===== config.mk =====
export PLATFORM = sky130hd
export DESIGN_NAME = ifetch_queue
export DESIGN_NICKNAME = d
export VERILOG_FILES = /design/src/rtl/mips_pkg.sv /design/src/rtl/fetch_fifo.sv /design/src/rtl/ifetch_queue.sv
export SDC_FILE = /design/constraint.sdc
export NUM_CORES = 1
export LEC_CHECK = 0
export ABC_AREA = 1
export CORE_UTILIZATION = 40
export CTS_CLUSTER_SIZE = 25
export DETAILED_ROUTE_END_ITERATION = 7
export PLACE_DENSITY = 0.68
export SLEW_MARGIN = 10
export SYNTH_ARGS = -nofsm -noshare
export SYNTH_HDL_FRONTEND = slang
export SYNTH_SLANG_ARGS = --single-unit
export TNS_END_PERCENT = 20

===== constraint.sdc =====
create_clock -name clk -period 4.9 [get_ports clk]
set_input_delay 0.98 -clock clk [delete_from_list [all_inputs] [get_ports clk]]
set_output_delay 0.98 -clock clk [all_outputs]
set_load 0.02 [all_outputs]

===== src/rtl/mips_pkg.sv =====
// ---------------------------------------------------------------------------
// mips_pkg : shared constants and types for the mips fetch front end
// Rev 1.0
// ---------------------------------------------------------------------------
`default_nettype none

package mips_pkg;

  localparam logic [31:0] PC_INIT_DEFAULT = 32'h8002_0000;
  localparam logic [31:0] WORD_BYTES      = 32'd4;

  typedef struct packed {
    logic [31:0] instr;
    logic [31:0] pc;
  } fetch_entry_t;

endpackage

`default_nettype wire


===== src/rtl/fetch_fifo.sv =====
// ---------------------------------------------------------------------------
// fetch_fifo : in-order FIFO of fetched instructions with push, pop, flush
// Rev 1.0
// ---------------------------------------------------------------------------
`default_nettype none

module fetch_fifo
  import mips_pkg::*;
#(
  parameter int DEPTH = 4
) (
  input  logic                     clk,
  input  logic                     reset,
  input  logic                     i_push,
  input  fetch_entry_t             i_data,
  input  logic                     i_pop,
  input  logic                     i_flush,
  output logic [$clog2(DEPTH):0]   o_count,
  output fetch_entry_t             o_head,
  output logic                     o_full,
  output logic                     o_empty
);

  localparam int AW = $clog2(DEPTH);
  localparam int CW = AW + 1;
  localparam logic [CW-1:0] c_depth = CW'(DEPTH);

  fetch_entry_t      r_mem [DEPTH];
  logic [AW-1:0]     r_rd_ptr;
  logic [AW-1:0]     r_wr_ptr;
  logic [CW-1:0]     r_count;
  logic              w_pop;
  logic              w_push;

  assign o_empty = (r_count == '0);
  assign o_full  = (r_count == c_depth);
  assign o_count = r_count;
  assign o_head  = r_mem[r_rd_ptr];

  // A pop in the same cycle frees the slot, so a push into a full FIFO is legal then.
  assign w_pop  = i_pop && !o_empty;
  assign w_push = i_push && (!o_full || w_pop);

  always_ff @(posedge clk) begin
    if (reset || i_flush) begin
      r_rd_ptr <= '0;
      r_wr_ptr <= '0;
      r_count  <= '0;
    end else begin
      if (w_push) r_wr_ptr <= r_wr_ptr + 1'b1;
      if (w_pop)  r_rd_ptr <= r_rd_ptr + 1'b1;
      case ({w_push, w_pop})
        2'b10:   r_count <= r_count + 1'b1;
        2'b01:   r_count <= r_count - 1'b1;
        default: r_count <= r_count;
      endcase
    end
  end

  always_ff @(posedge clk) begin
    if (w_push && !i_flush) r_mem[r_wr_ptr] <= i_data;
  end

  always @(posedge clk) begin
    if (!reset && !i_flush) assert (!(i_push && o_full && !w_pop));
  end

endmodule

`default_nettype wire


===== src/rtl/ifetch_queue.sv =====
// ---------------------------------------------------------------------------
// ifetch_queue : sequential instruction fetch with credit-limited requests,
//                in-order response buffering and redirect/flush handling
// Rev 1.0
// ---------------------------------------------------------------------------
`default_nettype none

module ifetch_queue
  import mips_pkg::*;
#(
  parameter logic [31:0] PC_INIT = PC_INIT_DEFAULT,
  parameter int          DEPTH   = 4,
  parameter int          MAX_OUT = 2
) (
  input  logic        clk,
  input  logic        reset,
  output logic        mem_req,
  output logic [31:0] mem_addr,
  input  logic        mem_gnt,
  input  logic        mem_rvalid,
  input  logic [31:0] mem_rdata,
  output logic        out_valid,
  output logic [31:0] out_instr,
  output logic [31:0] out_pc,
  input  logic        out_ready,
  input  logic        redirect_valid,
  input  logic [31:0] redirect_pc,
  output logic        align_err
);

  localparam int CW = $clog2(DEPTH) + 1;
  localparam int OW = $clog2(MAX_OUT) + 1;
  localparam logic [31:0]   c_depth   = 32'(DEPTH);
  localparam logic [OW-1:0] c_max_out = OW'(MAX_OUT);

  logic [31:0]   r_fetch_pc;
  logic [31:0]   r_rsp_pc;
  logic [OW-1:0] r_outstanding;
  logic [OW-1:0] r_discard;
  logic          r_align_err;

  logic [CW-1:0] w_count;
  fetch_entry_t  w_head;
  fetch_entry_t  w_wr_entry;
  logic          w_full;
  logic          w_empty;
  logic          w_grant;
  logic          w_rvalid;
  logic          w_keep;
  logic          w_pop;
  logic [OW-1:0] w_out_next;
  logic          w_credit_ok;

  // Credit counts both buffered and in-flight words so every response has a slot.
  assign w_credit_ok = ((32'(w_count) + 32'(r_outstanding)) < c_depth) &&
                       (r_outstanding < c_max_out) && !w_full;

  assign mem_req  = !reset && !redirect_valid && w_credit_ok;
  assign mem_addr = r_fetch_pc;

  assign w_grant    = mem_req && mem_gnt;
  assign w_rvalid   = mem_rvalid && !reset;
  assign w_keep     = w_rvalid && (r_discard == '0) && !redirect_valid;
  assign w_pop      = out_valid && out_ready;
  assign w_out_next = r_outstanding + OW'(w_grant) - OW'(w_rvalid);

  assign w_wr_entry.instr = mem_rdata;
  assign w_wr_entry.pc    = r_rsp_pc;

  fetch_fifo #(
    .DEPTH (DEPTH)
  ) u_fifo (
    .clk     (clk),
    .reset   (reset),
    .i_push  (w_keep),
    .i_data  (w_wr_entry),
    .i_pop   (w_pop),
    .i_flush (redirect_valid),
    .o_count (w_count),
    .o_head  (w_head),
    .o_full  (w_full),
    .o_empty (w_empty)
  );

  assign out_valid = !reset && !w_empty;
  assign out_instr = w_head.instr;
  assign out_pc    = w_head.pc;
  assign align_err = !reset && r_align_err;

  always_ff @(posedge clk) begin
    if (reset) begin
      r_fetch_pc    <= PC_INIT;
      r_rsp_pc      <= PC_INIT;
      r_outstanding <= '0;
      r_discard     <= '0;
      r_align_err   <= 1'b0;
    end else begin
      r_outstanding <= w_out_next;
      r_align_err   <= redirect_valid && (redirect_pc[1:0] != 2'b00);
      if (redirect_valid) begin
        // Everything still in flight after this edge belongs to the old stream.
        r_fetch_pc <= {redirect_pc[31:2], 2'b00};
        r_rsp_pc   <= {redirect_pc[31:2], 2'b00};
        r_discard  <= w_out_next;
      end else begin
        if (w_grant) r_fetch_pc <= r_fetch_pc + WORD_BYTES;
        if (w_rvalid) begin
          if (r_discard != '0) r_discard <= r_discard - 1'b1;
          else                 r_rsp_pc  <= r_rsp_pc + WORD_BYTES;
        end
      end
    end
  end

endmodule

`default_nettype wire

=== Word-level counts from Yosys, hierarchy flattened ===
Memories as Yosys holds them, arrays and structs flattened. A register that Yosys moved wholly into a read port is not among the register bits.
Cells that the tools add are included.

* Register bits after elaboration: 76
* Bits in writable memories: 256
* Bits of input ports: 70
* Memories: 1

{| class="wikitable"
|+ Memory list
! memory !! words !! width !! read ports !! clocked after memory_dff !! write ports !! RTL line !! RTL
|-
| u_fifo.r_mem || 4 || 64 || 1 || 1 || 1 || fetch_fifo.sv:28 || <nowiki>fetch_entry_t r_mem [DEPTH];</nowiki>
|}

* Add/subtract/negate cells: 10
* Order comparisons: 2
* Equal/unequal tests: 4
* Muxes and demuxes: 13
* Bitwise operators: 1
* Reductions and logical operators: 33

{| class="wikitable"
|+ Operators by type and width
! operator !! count
|-
| $mux 32 || 5
|-
| $add 32x3->32 const B || 2
|-
| $logic_and 1x1->1 || 15
|-
| $reduce_bool 2->1 || 6
|-
| $mux 2 || 5
|-
| $pmux 3 s2 || 1
|-
| $reduce_and 2->1 || 3
|-
| $add 2x1->2 const B || 2
|-
| $add 3x2->4 || 1
|-
| $logic_not 1->1 || 4
|-
| $lt 4x3->1 const B || 1
|-
| $add 3x1->3 const B || 1
|-
| $eq 3x3->1 const B || 1
|-
| $logic_not 3->1 || 1
|-
| $sub 3x1->3 const B || 1
|-
| $add 2x1->2 || 1
|-
| $eq 2x1->1 const B || 1
|-
| $eq 2x2->1 const B || 1
|-
| $logic_not 2->1 || 1
|-
| $logic_or 1x1->1 || 2
|-
| $lt 2x2->1 const B || 1
|-
| $mux 1 || 2
|-
| $ne 2x2->1 const B || 1
|-
| $reduce_or 2->1 || 1
|-
| 3 further kinds || 3
|}

=== Depth between registers and ports, before layout ===
* Word-level depth: 10
* Mapped depth: 14

=== Modules after synthesis ===
Synthesis repeated with hierarchy kept, for this count alone.

* Cell total of the unflattened synthesis: 1431
* Area total of the unflattened synthesis: 14400.1 µm²

{| class="wikitable"
|+ By module, submodules not included
! module !! instances !! cells an instance !! area each (µm²) !! sequential area each (µm²)
|-
| fetch_fifo || 1 || 687 || 9980.8 || 7867.5
|-
| ifetch_queue || 1 || 744 || 4419.2 || 1301.2
|}

=== Worst setup path after synthesis ===
Ideal clock, no wire load.

* Path type: input-to-reg
* Start point: input port reset
* End point: memory u_fifo.r_mem[0][10] in the netlist's numbering (enable)
* Arrival time: 4340 ps
* Data required time: 4418 ps
* Path slack: 78 ps
* Stages: 6
* Buffers on the path: 1
* Cells stage by stage: buf_6 nor2_4 nand2_2 nor2_2 nand2_2 nor2_1

* Longest elaborated chain between the ends: 9

{| class="wikitable"
|+ Ends and longest elaborated chain
! item !! RTL line !! RTL
|-
| from (decl) || ifetch_queue.sv:16 || <nowiki>input logic reset,</nowiki>
|-
| $logic_not 1->1 (*) || -- ||
|-
| $logic_and 1x1->1 || ifetch_queue.sv:85 || <nowiki>assign out_valid = !reset && !w_empty;</nowiki>
|-
| $logic_and 1x1->1 || ifetch_queue.sv:64 || <nowiki>assign w_pop = out_valid && out_ready;</nowiki>
|-
| $logic_and 1x1->1 || fetch_fifo.sv:41 || <nowiki>assign w_pop = i_pop && !o_empty;</nowiki>
|-
| $logic_or 1x1->1 || fetch_fifo.sv:42 || <nowiki>assign w_push = i_push && (!o_full || w_pop);</nowiki>
|-
| $logic_and 1x1->1 (*) || fetch_fifo.sv:42 ||
|-
| $logic_and 1x1->1 (*) || fetch_fifo.sv:61 || <nowiki>if (w_push && !i_flush) r_mem[r_wr_ptr] <= i_data;</nowiki>
|-
| $mux 1 (*) || fetch_fifo.sv:61 ||
|-
| $mux 1 (implied by the code) (*) || fetch_fifo.sv:61 ||
|-
| to (decl) || fetch_fifo.sv:28 ||
|}

Mark *: on every way between the ends. The rest lies on a longest branch, timed or not.

==> impl_metrics.tcl <==
set metrics [dict create \
    drc 0 \
    drive_gt1_frac 0.0629 \
    cts_setup_buffers 0 \
    synth-simple-area-share 0.168 \
    wl_um 34000 \
    yosys-mux-area-fraction 0 \
    synth-xor-area-share 0.00631 \
    worst_pin_slew_ps 1100 \
    grt_pass1_wl_um 53400 \
    cts_made_buffers 36 \
    ctsHtreeMaxLevel 2 \
    r2r_slack_ps 2310 \
    yosysSeqAreaShare 0.643 \
    area_growth_pct 23.8 \
    synthAdderAreaFrac 0.0114 \
    status "finished clean" \
    cts_hold_buf 0 \
    critical-path-max-stage-delay_ps 830 \
    cp.arrival_ps 3270 \
    start_kind "flop" \
    seq_area_um2 8930 \
    ir_worst_vdd_mv 0.215 \
    syn_inst 1378 \
    num_vias 10700 \
    synth_area_per_cell_um2 10.1 \
    clock_path_buffers 3 \
    dp_worst_setup_slack_ps 1130 \
    skew_ps 20.0 \
    period_share 0.868 \
    final_antenna_net_count 0 \
    fin_tns_setup_ps 0 \
    critPathRequiredTime_ps 3920 \
    cts.clk_slew.worst_paths_ps 60 \
    first_global_vias 10000 \
    antenna_found_initial 0 \
    pin_count 169 \
    post-place-cells 1939 \
    slowest_stage "buf_4" \
    die_area_um2 35500 \
    worstPathMaxFanout 110 \
    worstSetupPathType "reg -> out" \
    synth_top_family_by_area "simple AND/OR/NAND/NOR gates" \
    clock.fmax_mhz 235 \
    ys_ff_latch 322 \
    die_h_um 188 \
    root_buffer "clkbuf_16" \
    end_kind "primary output" \
    hold_viol 0 \
    setup_viol 0 \
    multi_input_area_um2 4310 \
    fin_nets 1611 \
    cp_cell_sequence "clkinv_2 > buf_4 > o21ai_0 > o22ai_1 > clkdlybuf4s50_1" \
    drt_iter0_drc 813 \
    cts_tree "yes" \
    clk_latency_ps 520 \
    slew_viol_final 0 \
    drt_first_pass_iters 7 \
    cts_resized 0 \
    rsz0062_at_grt "no" \
    initial_core_util 0.410 \
    track_usage 0.189 \
    die_w_um 188 \
    synth-compound-area-share 0.121 \
    cts.sinks 322 \
    p_leak_nw 6.03 \
    grt_max_degree 111 \
    syn_area_um2 13900 \
    port_buffers 164 \
    setup_ws_ps 647 \
    yosysWarnings 0 \
    yosysUniqueCellTypes 41 \
    final_cells 2005 \
    gp_congestion 0.917 \
    num-fill-cells 2957 \
    hold_path.class "reg -> reg" \
    dpl.hpwl_um 21200 \
    powerDensity_nw_per_um2 356 \
    n_antenna_cell 0 \
    coreArea_um2 33900 \
    post_drt_wl_per_cell_um 17.0 \
    slew_headroom 0.265 \
    via_per_inst 5.32 \
    overflow 0 \
    cap_violations 0 \
    fin_crit_ps 4250 \
    fp-row-count 67 \
]
[state kept, by name, indices dropped and copies added (netlist names), named ones only]
| signal | flops |
|---|---|
| mem_addr | 30 |
| r_discard | 2 |
| u_fifo.r_rd_ptr | 2 |
| u_fifo.r_mem | 248 |
| u_fifo.o_count | 3 |
| u_fifo.r_wr_ptr | 2 |
| r_outstanding | 2 |
| r_align_err | 1 |
| r_rsp_pc | 30 |
[path summary, 6_finish.rpt]
kind                                         from                              end  cells after the start
setup / recovery                             flop                       out_pc[23]                      5
hold / removal    u_fifo.r_rd_ptr[1]$_SDFFE_PP0P_  u_fifo.r_rd_ptr[1]$_SDFFE_PP0P_                      1
setup reg to reg        r_discard[1]$_SDFFE_PP0P_    u_fifo.r_mem[0][46]$_DFFE_PP_                      7
hold reg to reg   u_fifo.r_rd_ptr[1]$_SDFFE_PP0P_  u_fifo.r_rd_ptr[1]$_SDFFE_PP0P_                      1
[cell usage after synthesis, drive strengths merged]
cell type,instances,area [µm²]
edfxtp,248,7450
nor2,233,905
nand2,210,803
o21ai,166,831
inv,100,375
nand3,86,435
dfxtp,74,1480
o22ai,67,419
a21oi,52,260
clkbuf,46,173
buf,21,138
nand4,13,81.3
ha,11,138
nand3b,10,75.1
xor2,9,78.8
o21bai,6,45.0
a31oi,5,31.3
o211ai,5,37.5
nor3,3,15.0
a31o,2,17.5
or2,2,12.5
a221oi,1,8.76
and2,1,6.26
conb,1,3.75
fa,1,20.0
o211a,1,10.0
o21a,1,7.51
o221ai,1,8.76
o31ai,1,7.51
xnor2,1,8.76
[critical path, delay by kind of cell, from the launching register on]
kind / cells / cell delay, ps
flops: 1 / 510
buf+inv: 3 / 1720
compound gates: 2 / 430
[stage by stage]
stage,cell area (µm²),power (mW),util,hold WS [ps]
4_1_cts,17200,6.17,0.507,505
2_1_floorplan,13900,3.30,-,457
6_report,17200,6.12,0.507,498
3_5_place_dp,16000,3.50,0.472,492
5_1_grt,17200,6.32,0.507,549
3_3_place_gp,16000,3.50,0.472,483
[layout by cell type, fill, tap and decap left out, types with 13 or more instances in the layout]
| cell | instances |
|---|---|
| edfxtp_1 | 248 |
| a21oi_1 | 52 |
| clkdlybuf4s50_1 | 163 |
| clkbuf_16 | 38 |
| inv_1 | 94 |
| nand2_1 | 206 |
| o22ai_1 | 67 |
| nor2_1 | 223 |
| nand3_1 | 85 |
| nand4_1 | 13 |
| o21ai_0 | 161 |
| dfxtp_1 | 72 |
[final cells by class]
cell class / instances / area share
sequential: 322 / 0.520
multi-input combinational: 892 / 0.251
timing repair buffer: 177 / 0.105
clock buffer: 44 / 0.0572
tap: 448 / 0.0326
inverter: 100 / 0.0219
clock inverter: 22 / 0.0124
[kinds of logic (layout without fill, tap and decap cells)]
kind of cell,count (synthesis),after routing
and+or+nand+nor,558,558
DFF,322,322
AOI/OAI and AO/OA,308,308
buffers and inverters,167,343
adders and majority gates,12,12
xor gates and xnor gates,10,10
other,1,4
[routing by layer]
metal  vias up  global-route usage  routed length [µm]
met4         0              0.0482                 589
li1       5119                   -                   -
met5         -                   0                   0
met1      5082               0.271               15100
met3        47              0.0251                2710
met2       426               0.302               15600
[where the power goes]
part	internal [mW]	switching (mW)
combinational	0.167	0.216
sequential	3.00	0.0736
clock	1.60	1.06
total	4.76	1.35
(Power assumes the default switching activity.)
